===== config.mk =====
export PLATFORM = sky130hd
export DESIGN_NAME = pwm_duty_ramp
export DESIGN_NICKNAME = d
export VERILOG_FILES = /design/src/rtl/pwm_duty_ramp.sv
export SDC_FILE = /design/constraint.sdc
export NUM_CORES = 1
export LEC_CHECK = 0
export ABC_AREA = 1
export CORE_MARGIN = 2
export CORE_UTILIZATION = 50
export CTS_CLUSTER_DIAMETER = 60
export DETAILED_ROUTE_END_ITERATION = 8
export PLACE_DENSITY = 0.73
export RECOVER_POWER = 50
export SKIP_LAST_GASP = 1
export SYNTH_ARGS = -nofsm -noshare
export SYNTH_HDL_FRONTEND = slang
export SYNTH_SLANG_ARGS = --single-unit

===== constraint.sdc =====
create_clock -name clock -period 8.2 [get_ports clock]
set_clock_uncertainty 0.1 [all_clocks]
set_input_delay 1.64 -clock clock [delete_from_list [all_inputs] [get_ports clock]]
set_output_delay 1.64 -clock clock [all_outputs]
set_load 0.1 [all_outputs]

===== src/rtl/pwm_duty_ramp.sv =====
// Duty ramp stage ahead of the pwm block: accepts a high-side on-time target,
// clamps it to the dead-time limit and slews the live counts once per PWM period.
module pwm_duty_ramp #(
    parameter int unsigned bitwidth          = 8,
    parameter int unsigned tick_count_period = 20,
    parameter int unsigned deadtime_hs_to_ls = 3,
    parameter int unsigned deadtime_ls_to_hs = 2,
    parameter int unsigned min_on_lowside    = 1,
    parameter int unsigned ramp_step         = 1
) (
    input  logic                clock,
    input  logic                reset,
    input  logic                period_tick,
    input  logic                target_valid,
    output logic                target_ready,
    input  logic [bitwidth-1:0] target_highside,
    output logic [bitwidth-1:0] tick_count_highside,
    output logic [bitwidth-1:0] tick_count_lowside,
    output logic                load_enable,
    output logic                ramping,
    output logic                target_clamped
);

    localparam int unsigned W = bitwidth + 1;

    localparam logic [W-1:0] HMax = W'(tick_count_period - deadtime_hs_to_ls
                                       - deadtime_ls_to_hs - min_on_lowside);
    localparam logic [W-1:0] LsBase = W'(tick_count_period - deadtime_hs_to_ls
                                         - deadtime_ls_to_hs);
    localparam logic [W-1:0] Step = W'(ramp_step);

    typedef enum logic [1:0] {StIdle, StRampUp, StRampDown} state_t;

    state_t              r_state;
    logic [bitwidth-1:0] r_highside;
    logic [bitwidth-1:0] r_lowside;
    logic [bitwidth-1:0] r_target;
    logic                r_load_enable;
    logic                r_ready;
    logic                r_ramping;
    logic                r_clamped;

    logic [W-1:0]        w_req_ext;
    logic                w_over;
    logic [bitwidth-1:0] w_req_clamped;
    logic [W-1:0]        w_hs_ext;
    logic [W-1:0]        w_tgt_ext;
    logic [W-1:0]        w_up_sum;
    logic [W-1:0]        w_dn_limit;
    logic [bitwidth-1:0] w_up_next;
    logic [bitwidth-1:0] w_dn_next;
    logic [bitwidth-1:0] w_hs_next;
    logic [bitwidth-1:0] w_ls_next;
    logic                w_accept;

    assign w_req_ext     = {1'b0, target_highside};
    assign w_over        = (w_req_ext > HMax);
    assign w_req_clamped = w_over ? bitwidth'(HMax) : target_highside;

    assign w_hs_ext   = {1'b0, r_highside};
    assign w_tgt_ext  = {1'b0, r_target};
    assign w_up_sum   = w_hs_ext + Step;
    assign w_dn_limit = w_tgt_ext + Step;

    // Step size 0 means jump straight to the target; otherwise saturate at it.
    assign w_up_next = ((Step == '0) || (w_up_sum >= w_tgt_ext)) ? r_target
                                                                 : bitwidth'(w_up_sum);
    assign w_dn_next = ((Step == '0) || (w_hs_ext <= w_dn_limit)) ? r_target
                                                                  : bitwidth'(w_hs_ext - Step);
    assign w_hs_next = (r_state == StRampUp) ? w_up_next : w_dn_next;
    assign w_ls_next = bitwidth'(LsBase - {1'b0, w_hs_next});

    assign w_accept = target_valid && r_ready && (r_state == StIdle);

    always_ff @(posedge clock or negedge reset) begin
        if (!reset) begin
            r_state       <= StIdle;
            r_highside    <= '0;
            r_lowside     <= bitwidth'(LsBase);
            r_target      <= '0;
            r_load_enable <= 1'b0;
            r_ready       <= 1'b0;
            r_ramping     <= 1'b0;
            r_clamped     <= 1'b0;
        end else begin
            r_load_enable <= period_tick;
            unique case (r_state)
                StIdle: begin
                    r_ready   <= 1'b1;
                    r_ramping <= 1'b0;
                    if (w_accept) begin
                        r_target  <= w_req_clamped;
                        r_clamped <= w_over;
                        if (w_req_clamped > r_highside) begin
                            r_state   <= StRampUp;
                            r_ready   <= 1'b0;
                            r_ramping <= 1'b1;
                        end else if (w_req_clamped < r_highside) begin
                            r_state   <= StRampDown;
                            r_ready   <= 1'b0;
                            r_ramping <= 1'b1;
                        end
                    end
                end
                StRampUp, StRampDown: begin
                    r_ready   <= 1'b0;
                    r_ramping <= 1'b1;
                    if (period_tick) begin
                        r_highside <= w_hs_next;
                        r_lowside  <= w_ls_next;
                        if (w_hs_next == r_target) begin
                            r_state   <= StIdle;
                            r_ready   <= 1'b1;
                            r_ramping <= 1'b0;
                        end
                    end
                end
                default: begin
                    r_state <= StIdle;
                end
            endcase
        end
    end

    assign target_ready        = r_ready;
    assign tick_count_highside = r_highside;
    assign tick_count_lowside  = r_lowside;
    assign load_enable         = r_load_enable;
    assign ramping             = r_ramping;
    assign target_clamped      = r_clamped;

endmodule


Yosys cells after proc, flatten, opt, wreduce, memory -nomap -nowiden
Index checks and enable logic that the tools add are counted.

Bits in registers: 30. Input port bits: 12. Output and inout bits: 20. Logic and storage cells: 54.

$add $sub $neg: 4. Magnitude comparators: 5. Eq/ne operators: 7. Muxes and demuxes: 22. Reductions and logical operators: 8.

Operator list (number): 8-bit two-way mux (4); 8-bit by 1-bit adder with 9-bit output (second input constant) (2); 1-bit two-way mux (10); 2-bit two-way mux (5); 9-bit by 8-bit greater-or-equal comparator with 1-bit output (1); 8-bit by 9-bit <= comparator with 1-bit output (1); 8-bit equality test (1); 8-bit by 4-bit greater-than comparator with 1-bit output (second input constant) (1); 8-bit greater-than comparator (1); 8-bit < comparator (1); 4-bit by 8-bit subtractor with 8-bit output (first input constant) (1); 8-bit by 1-bit subtractor with 8-bit output (second input constant) (1); 2-bit inequality test (second input constant) (3); 1-bit case mux with 2 select lines (2); 2-bit case mux with 2 select lines (1); 2-bit AND reduction (2); 4-bit AND reduction (1); 3-bit by 1-bit inequality test with 1-bit output (second input constant) (1); 2-bit by 1-bit equality test with 1-bit output (second input constant) (1); 2-bit equality test (second input constant) (1); 1-bit logical AND (2); 2-bit zero test (1); 2-bit nonzero test (1); 2-bit OR reduction (1).

Longest topological paths before layout
Gate-level depths: netlist of the first run.

Word-level depth: 8. Depth in mapped cells: 27. Mapped depth without buffers: 26.

Least setup slack after synthesis of the first run
OpenSTA, ideal clock, no wires.

Path type: in2reg. Start point: in target_highside[6]. End point: reg r_state[0]. Library setup time: 0.117 ns. Arrival time: 3.548 ns. Data required time: 7.983 ns. Path slack: 4.436 ns. Cell stages on the path: 16. Buffers on the path: 0. Cells stage by stage: nor4_1 nand2_1 or2_2 ha_1 inv_1 nor2_1 o21ai_0 nand2_1 nand2_1 o211ai_1 nand2_1 a31oi_1 a21oi_1 nand2_2 nand2_1 nand2_1.

Cells in the longest elaborated chain, start to end: 6. Elaborated cells on any way between the ends: 9. Those cells by class: order compare: 3; eq/ne: 1; mux: 4; reduce/logical: 1.

Ends and longest elaborated chain: from (decl) (line 16) `input logic [bitwidth-1:0] target_highside,`; 8-bit by 4-bit greater-than comparator with 1-bit output (*) (line 57) `assign w_over = (w_req_ext > HMax);`; 8-bit two-way mux (*) (line 58) `assign w_req_clamped = w_over ? bitwidth'(HMax) : target_highside;`; named net w_req_clamped[1] (line 45) `logic [bitwidth-1:0] w_req_clamped;`; 8-bit greater-than comparator (line 94) `if (w_req_clamped > r_highside) begin`; 2-bit two-way mux (line 94); 2-bit two-way mux (line 91) `if (w_accept) begin`; 2-bit case mux with 2 select lines (line 87) `unique case (r_state)`; to (signal assigned) (line 95) `r_state <= StRampUp;`; to (signal assigned) (line 99) `r_state <= StRampDown;`; to (signal assigned) (line 112) `r_state <= StIdle;`; to (decl) (line 34) `state_t r_state;`.

The timed path passes the listed nets; every way through them passes the cells marked *. The select of a mux whose other input is x is not followed. A chain may end at the register's enable or synchronous reset.

Worst setup path after layout of the first run
Start point: in target_highside[6]. End point: reg r_state[1].

The elaborated chain is that of the path after synthesis.

==> results.txt, run 1 <==
Worst Setup Start Kind -> primary input
CTS Hold Bufs -> 0
#FFs+latches synth -> 29
Fin. Hold Viols -> 0
latest clock arrival within the worst-skew pair -> 280 ps
Period minus WS final -> 4280 ps
CTS sink count -> 29
Nets -> 458
final wirelength -> 6490 microns
CP endpoint kind -> flip-flop
failing checks -> capacitance limit, slew limit
Netlist cell types -> 36
HPWL Detailed -> 5200 microns
largest net degree at the start of global routing -> 30
TNS Setup -> 0 ps
Worst-path clk slew -> 60 ps
post-synthesis cell area -> 2660 sq um
I/O Buffers -> 31
status -> finished with violations
crit path DAT -> 4350 ps
Final period util -> 52.2%
first-pass GRT wire length -> 11,500 microns
Min-Delay Startpoint -> tick_count_lowside[0]
f_max -> 0.233 GHz
CP max FO -> 4
Worst Max-Slew Pin Slew -> 1550 ps
# setup viols final -> 0
Via-to-Cell Ratio -> 5.18
DRC Markers -> 0
slowest stage delay, CP -> 540 ps
root buffer cell -> clkbuf_8
share of cells above drive strength 1 -> 7.69%
critical path's slowest cell -> dlygate4sd3_1
Max H-tree Level -> 2
GRT Util Overall -> 24.1%
vias in the first global route -> 2,455
n_diodes -> 0
commonest cells after routing, fill and taps aside -> nand2_1, nand3_1, inv_1
DR pass1 iterations -> 5
WL per Instance -> 13.4 microns
Non-Filler Instances -> 486
worst hold-check path type -> flip-flop to flip-flop
Fill cells -> 481
Seq/Total Area, Yosys -> 27.4%
initial DRC count -> 295
Hold Slack -> 370 ps
dominant synthesized flop cell -> dfrtp_1
IO Count -> 32
WP data required -> 8270 ps
gr ovfl total -> 0
Vias -> 2,517
Max Buffers Root-to-Sink -> 2
worst flop-to-flop path startpoint -> r_target[0]
critical path class -> primary input to flip-flop
Async SR Flop Fraction -> 100%
CP startpoint -> target_highside[6]
Initial Util -> 52.1%
core area -> 5110 sq um
Resized Gates After CTS -> 0
reg2reg setup slack -> 4390 ps
Die Width -> 77.0 microns
postcts setup bufs -> 0
Warnings, synthesis -> 0
placed cells -> 478
synthesis-to-layout area growth -> 16.7%
total die area -> 5930 sq um
final max-slew violation count -> 30
Placer Congestion -> 0.899
Die H -> 77.0 microns
most frequent CP cell -> nand2_1
crit-path cells -> dlygate4sd3_1 -> nor4_1 -> nand2_1 -> or2_2 -> ha_1 -> inv_1 -> nor2_1 -> o21ai_0 -> nand2_1 -> nand2_1 -> o211ai_1 -> nand2_1 -> a31oi_1 -> a21oi_1 -> nand2_2 -> nand2_1 -> nand2_1
CTS tree -> built
mean post-synth cell area -> 6.97 sq um
Slew HR -> -3.25%
RSZ-0062 raised after global routing -> no
initial antenna violation count -> 0
cell row count -> 26
number of maximum-capacitance violations -> 1
most common cell after layout, fill and taps aside -> nand2_1
Mapped Cells -> 382
post-route ant nets -> 0
Post-synth EDFFs -> 0
TritonCTS Buffers -> 5
==> routing by layer <==
| layer | routed length, microns | track usage [%] |
|---|---|---|
| met1 | 3090 | 32.7 |
| met2 | 3050 | 39.6 |
| met3 | 236 | 2.94 |
| met4 | 112 | 8.39 |
| met5 | 0 | 0 |
==> state kept, by name, indices dropped and copies added, names as in the netlist <==
name,count
target_ready,1
r_target,8
ramping,1
load_enable,1
tick_count_lowside,7
tick_count_highside,8
r_state,2
target_clamped,1
==> logic make-up after synthesis <==
group	synth area share [%]
xor gates and xnor gates	5.59
buffers and inverters	8.32
adders and majority gates	14.6
DFF	27.4
other	0.141
AOI/OAI and AO/OA	8.08
and+or+nand+nor	35.9
==> through the flow <==
stage               worst slack, ps  instance area (sq um)  utilization, %
CTS                            4090                   3110            60.9
global route                   3640                   3110            60.8
global placement               3910                   3030            59.3
finish                         3920                   3110            60.8
detailed placement             3790                   3030            59.3
floorplan                      4440                   2670               -
==> cell usage after synthesis (all sizes together), types with 6 or more instances <==
cell   instances  share of area, %
a21oi         11               2.1
nand2        130                19
buf            6               1.5
xor2          14               4.6
dfrtp         25                23
nor2          12               1.9
nand3         57                11
inv           44               6.3
ha            31                15
o21ai         17               3.3
==> area by class of cell <==
class / instances / area [sq um] / area share [%]
Clock buffer: 7 / 76.3 / 2.46
Clock inverter: 1 / 5.00 / 0.161
Inverter: 45 / 171 / 5.52
Multi-Input combinational cell: 302 / 1720 / 55.4
Sequential cell: 29 / 731 / 23.5
Tap cell: 70 / 87.6 / 2.82
Timing Repair Buffer: 32 / 314 / 10.1
==> worst paths after layout <==
check / to / cells after the start
setup / recovery: r_state[1] / 17
hold / removal: tick_count_lowside[0] / 2
hold reg to reg: tick_count_lowside[0] / 2
max in group asynchronous: r_target[3] / 2
setup reg to reg: r_state[1] / 23
min in group asynchronous: target_ready / 2
==> worst max-delay path, delay by kind of cell <==
family	cells	cell delay, ps
AOI/OAI and AO/OA	4	580
adders and majority gates	1	300
buffers and inverters	2	600
and+or+nand+nor	10	1240
Power of run 1 is not shown: default switching activity piles up to over one toggle a cycle in this logic, so the estimate is an artifact.
==> run 2, diff against run 1 <==
==> constraint.sdc (replaced) <==
create_clock -name clock -period 4.1 [get_ports clock]
set_clock_uncertainty 0.1 [all_clocks]
set_input_delay 0.82 -clock clock [delete_from_list [all_inputs] [get_ports clock]]
set_output_delay 0.82 -clock clock [all_outputs]
set_load 0.1 [all_outputs]
==> run 2 against run 1 <==
Effect of this change:
- the flow still finishes with violations (capacitance limit, slew limit)
- critical path depth is 7 higher
- register-to-register slack worse by 3900 ps
- wire length is 4.0% higher
- sequential cell count stayed put
- final cell count is 0.41% higher
- die area stayed put
- worst setup slack worse by 3500 ps
- first-iteration DRC count is 25% lower
- sequential share of layout area is 0.26 points lower
- critical endpoint is now r_state[0]
- largest cell class unchanged
==> results.txt, run 2 (synthesis gave the netlist of run 1 again) <==
Min-Delay Startpoint -> tick_count_lowside[2]
R2R Path End -> r_state[0]
post-route ant nets -> 0
Worst Setup Start Kind -> flip-flop
commonest cells after routing, fill and taps aside -> nand2_1, nand3_1, inv_1
f_max -> 0.274 GHz
Via-to-Cell Ratio -> 5.27
most common cell after layout, fill and taps aside -> nand2_1
root buffer cell -> clkbuf_8
Area after DPL -> 3040 sq um
largest net degree at the start of global routing -> 30
Max Buffers Root-to-Sink -> 2
Max H-tree Level -> 2
Resized Gates After CTS -> 0
Nets -> 460
RSZ-0062 raised after global routing -> no
worst hold-check path type -> flip-flop to flip-flop
crit-path cells -> nand3_1 -> nor2_1 -> inv_1 -> o21ai_0 -> inv_1 -> ha_1 -> nand2_1 -> inv_1 -> nand2_1 -> nand2_1 -> nand2_1 -> nand2_2 -> nand2_1 -> nand3_1 -> nand2_1 -> nand2_1 -> nand2_1 -> nand2_1 -> nor2_1 -> nand2_1 -> nand2_2 -> nand2_2 -> nand2_1 -> nand2_1
Hold Path Depth -> 2
vias in the first global route -> 2,366
core area -> 5110 sq um
WP data required -> 4190 ps
most frequent CP cell -> nand2_1
critical path class -> flip-flop to flip-flop
synthesis-to-layout area growth -> 18.0%
initial antenna violation count -> 0
Fin. Hold Viols -> 0
reg2reg setup slack -> 440 ps
first-pass GRT wire length -> 11,600 microns
Layout Cell Area excl Fill -> 3140 sq um
IO Count -> 32
crit path DAT -> 3740 ps
share of cells above drive strength 1 -> 8.61%
worst flop-to-flop path startpoint -> tick_count_highside[2]
failing checks -> capacitance limit, slew limit
Die Width -> 77.0 microns
postcts setup bufs -> 0
critical path's slowest cell -> dfrtp_1
GRT Util Overall -> 24.5%
Worst-path clk slew -> 60 ps
Worst Max-Slew Pin Slew -> 1560 ps
status -> finished with violations
path depth of the worst reg2reg path -> 24
CTS Hold Bufs -> 0
TritonCTS Buffers -> 5
CP max FO -> 11
Period minus WS final -> 3660 ps
slowest stage delay, CP -> 580 ps
CP endpoint kind -> flip-flop
CTS sink count -> 29
CTS tree -> built
gr ovfl total -> 0
total die area -> 5930 sq um
TNS Setup -> 0 ps
DR pass1 iterations -> 6
Hold Slack -> 369 ps
n_diodes -> 0
final wirelength -> 6760 microns
initial DRC count -> 220
Initial Util -> 52.1%
# setup viols final -> 0
final max-slew violation count -> 30
number of maximum-capacitance violations -> 1
HPWL Detailed -> 5280 microns
Worst Hold End -> tick_count_lowside[2]
DRC Markers -> 0
Placer Congestion -> 0.967
I/O Buffers -> 31
Fill cells -> 483
Slew HR -> -3.96%
Vias -> 2,570
Die H -> 77.0 microns
latest clock arrival within the worst-skew pair -> 290 ps
WL per Instance -> 13.8 microns
Final period util -> 89.2%
cell row count -> 26
==> run 2: changes by cell type in the layout (fill, tap and decap cells not counted), sizes merged <==
cell and delta:
buf +2
==> run 2: per-stage QoR <==
step,instances,util [%],setup slack (ps)
after floorplan,385,-,599
after global placement,480,59.6,473
after detailed placement,480,59.6,463
after CTS,488,61.6,448
after global routing,488,61.5,48.3
final,488,61.5,444
==> run 2: critical path: cells and delay by family, from the launching register on <==
kind,cells,cell delay (ps)
simple gates,19,2070
fa+ha+maj,1,280
compound gates,1,330
buf+inv,3,220
flops,1,580
==> run 2: worst max-delay path by stage <==
stage | from | endpoint | slack, ps | cells after the start
after detailed placement | tick_count_highside[0] | r_state[1] | 460 | 24
after global placement | tick_count_highside[0] | r_state[0] | 470 | 24
final | tick_count_highside[2] | r_state[0] | 440 | 24
after global routing | tick_count_highside[2] | r_state[0] | 50 | 24
after CTS | tick_count_highside[0] | r_state[0] | 450 | 24
after floorplan | tick_count_highside[0] | r_state[0] | 600 | 20
==> run 2: per-layer routing <==
layer,vias to the layer above,track usage [%],wire [microns]
li1,1308,-,-
met5,-,0,0
met2,87,38.2,3100
met4,0,7.32,83
met1,1169,35.6,3180
met3,6,2.82,387
==> run 2: cell type report <==
cell class / count / area (sq um) / area share [%]
timing repair buffer: 34 / 329 / 10.5
inverter: 45 / 171 / 5.46
tap: 70 / 87.6 / 2.79
sequential: 29 / 731 / 23.3
clock buffer: 7 / 96.3 / 3.07
multi-input combinational: 302 / 1720 / 54.8
clock inverter: 1 / 5.00 / 0.159
Power of run 2 is left out for the same reason.
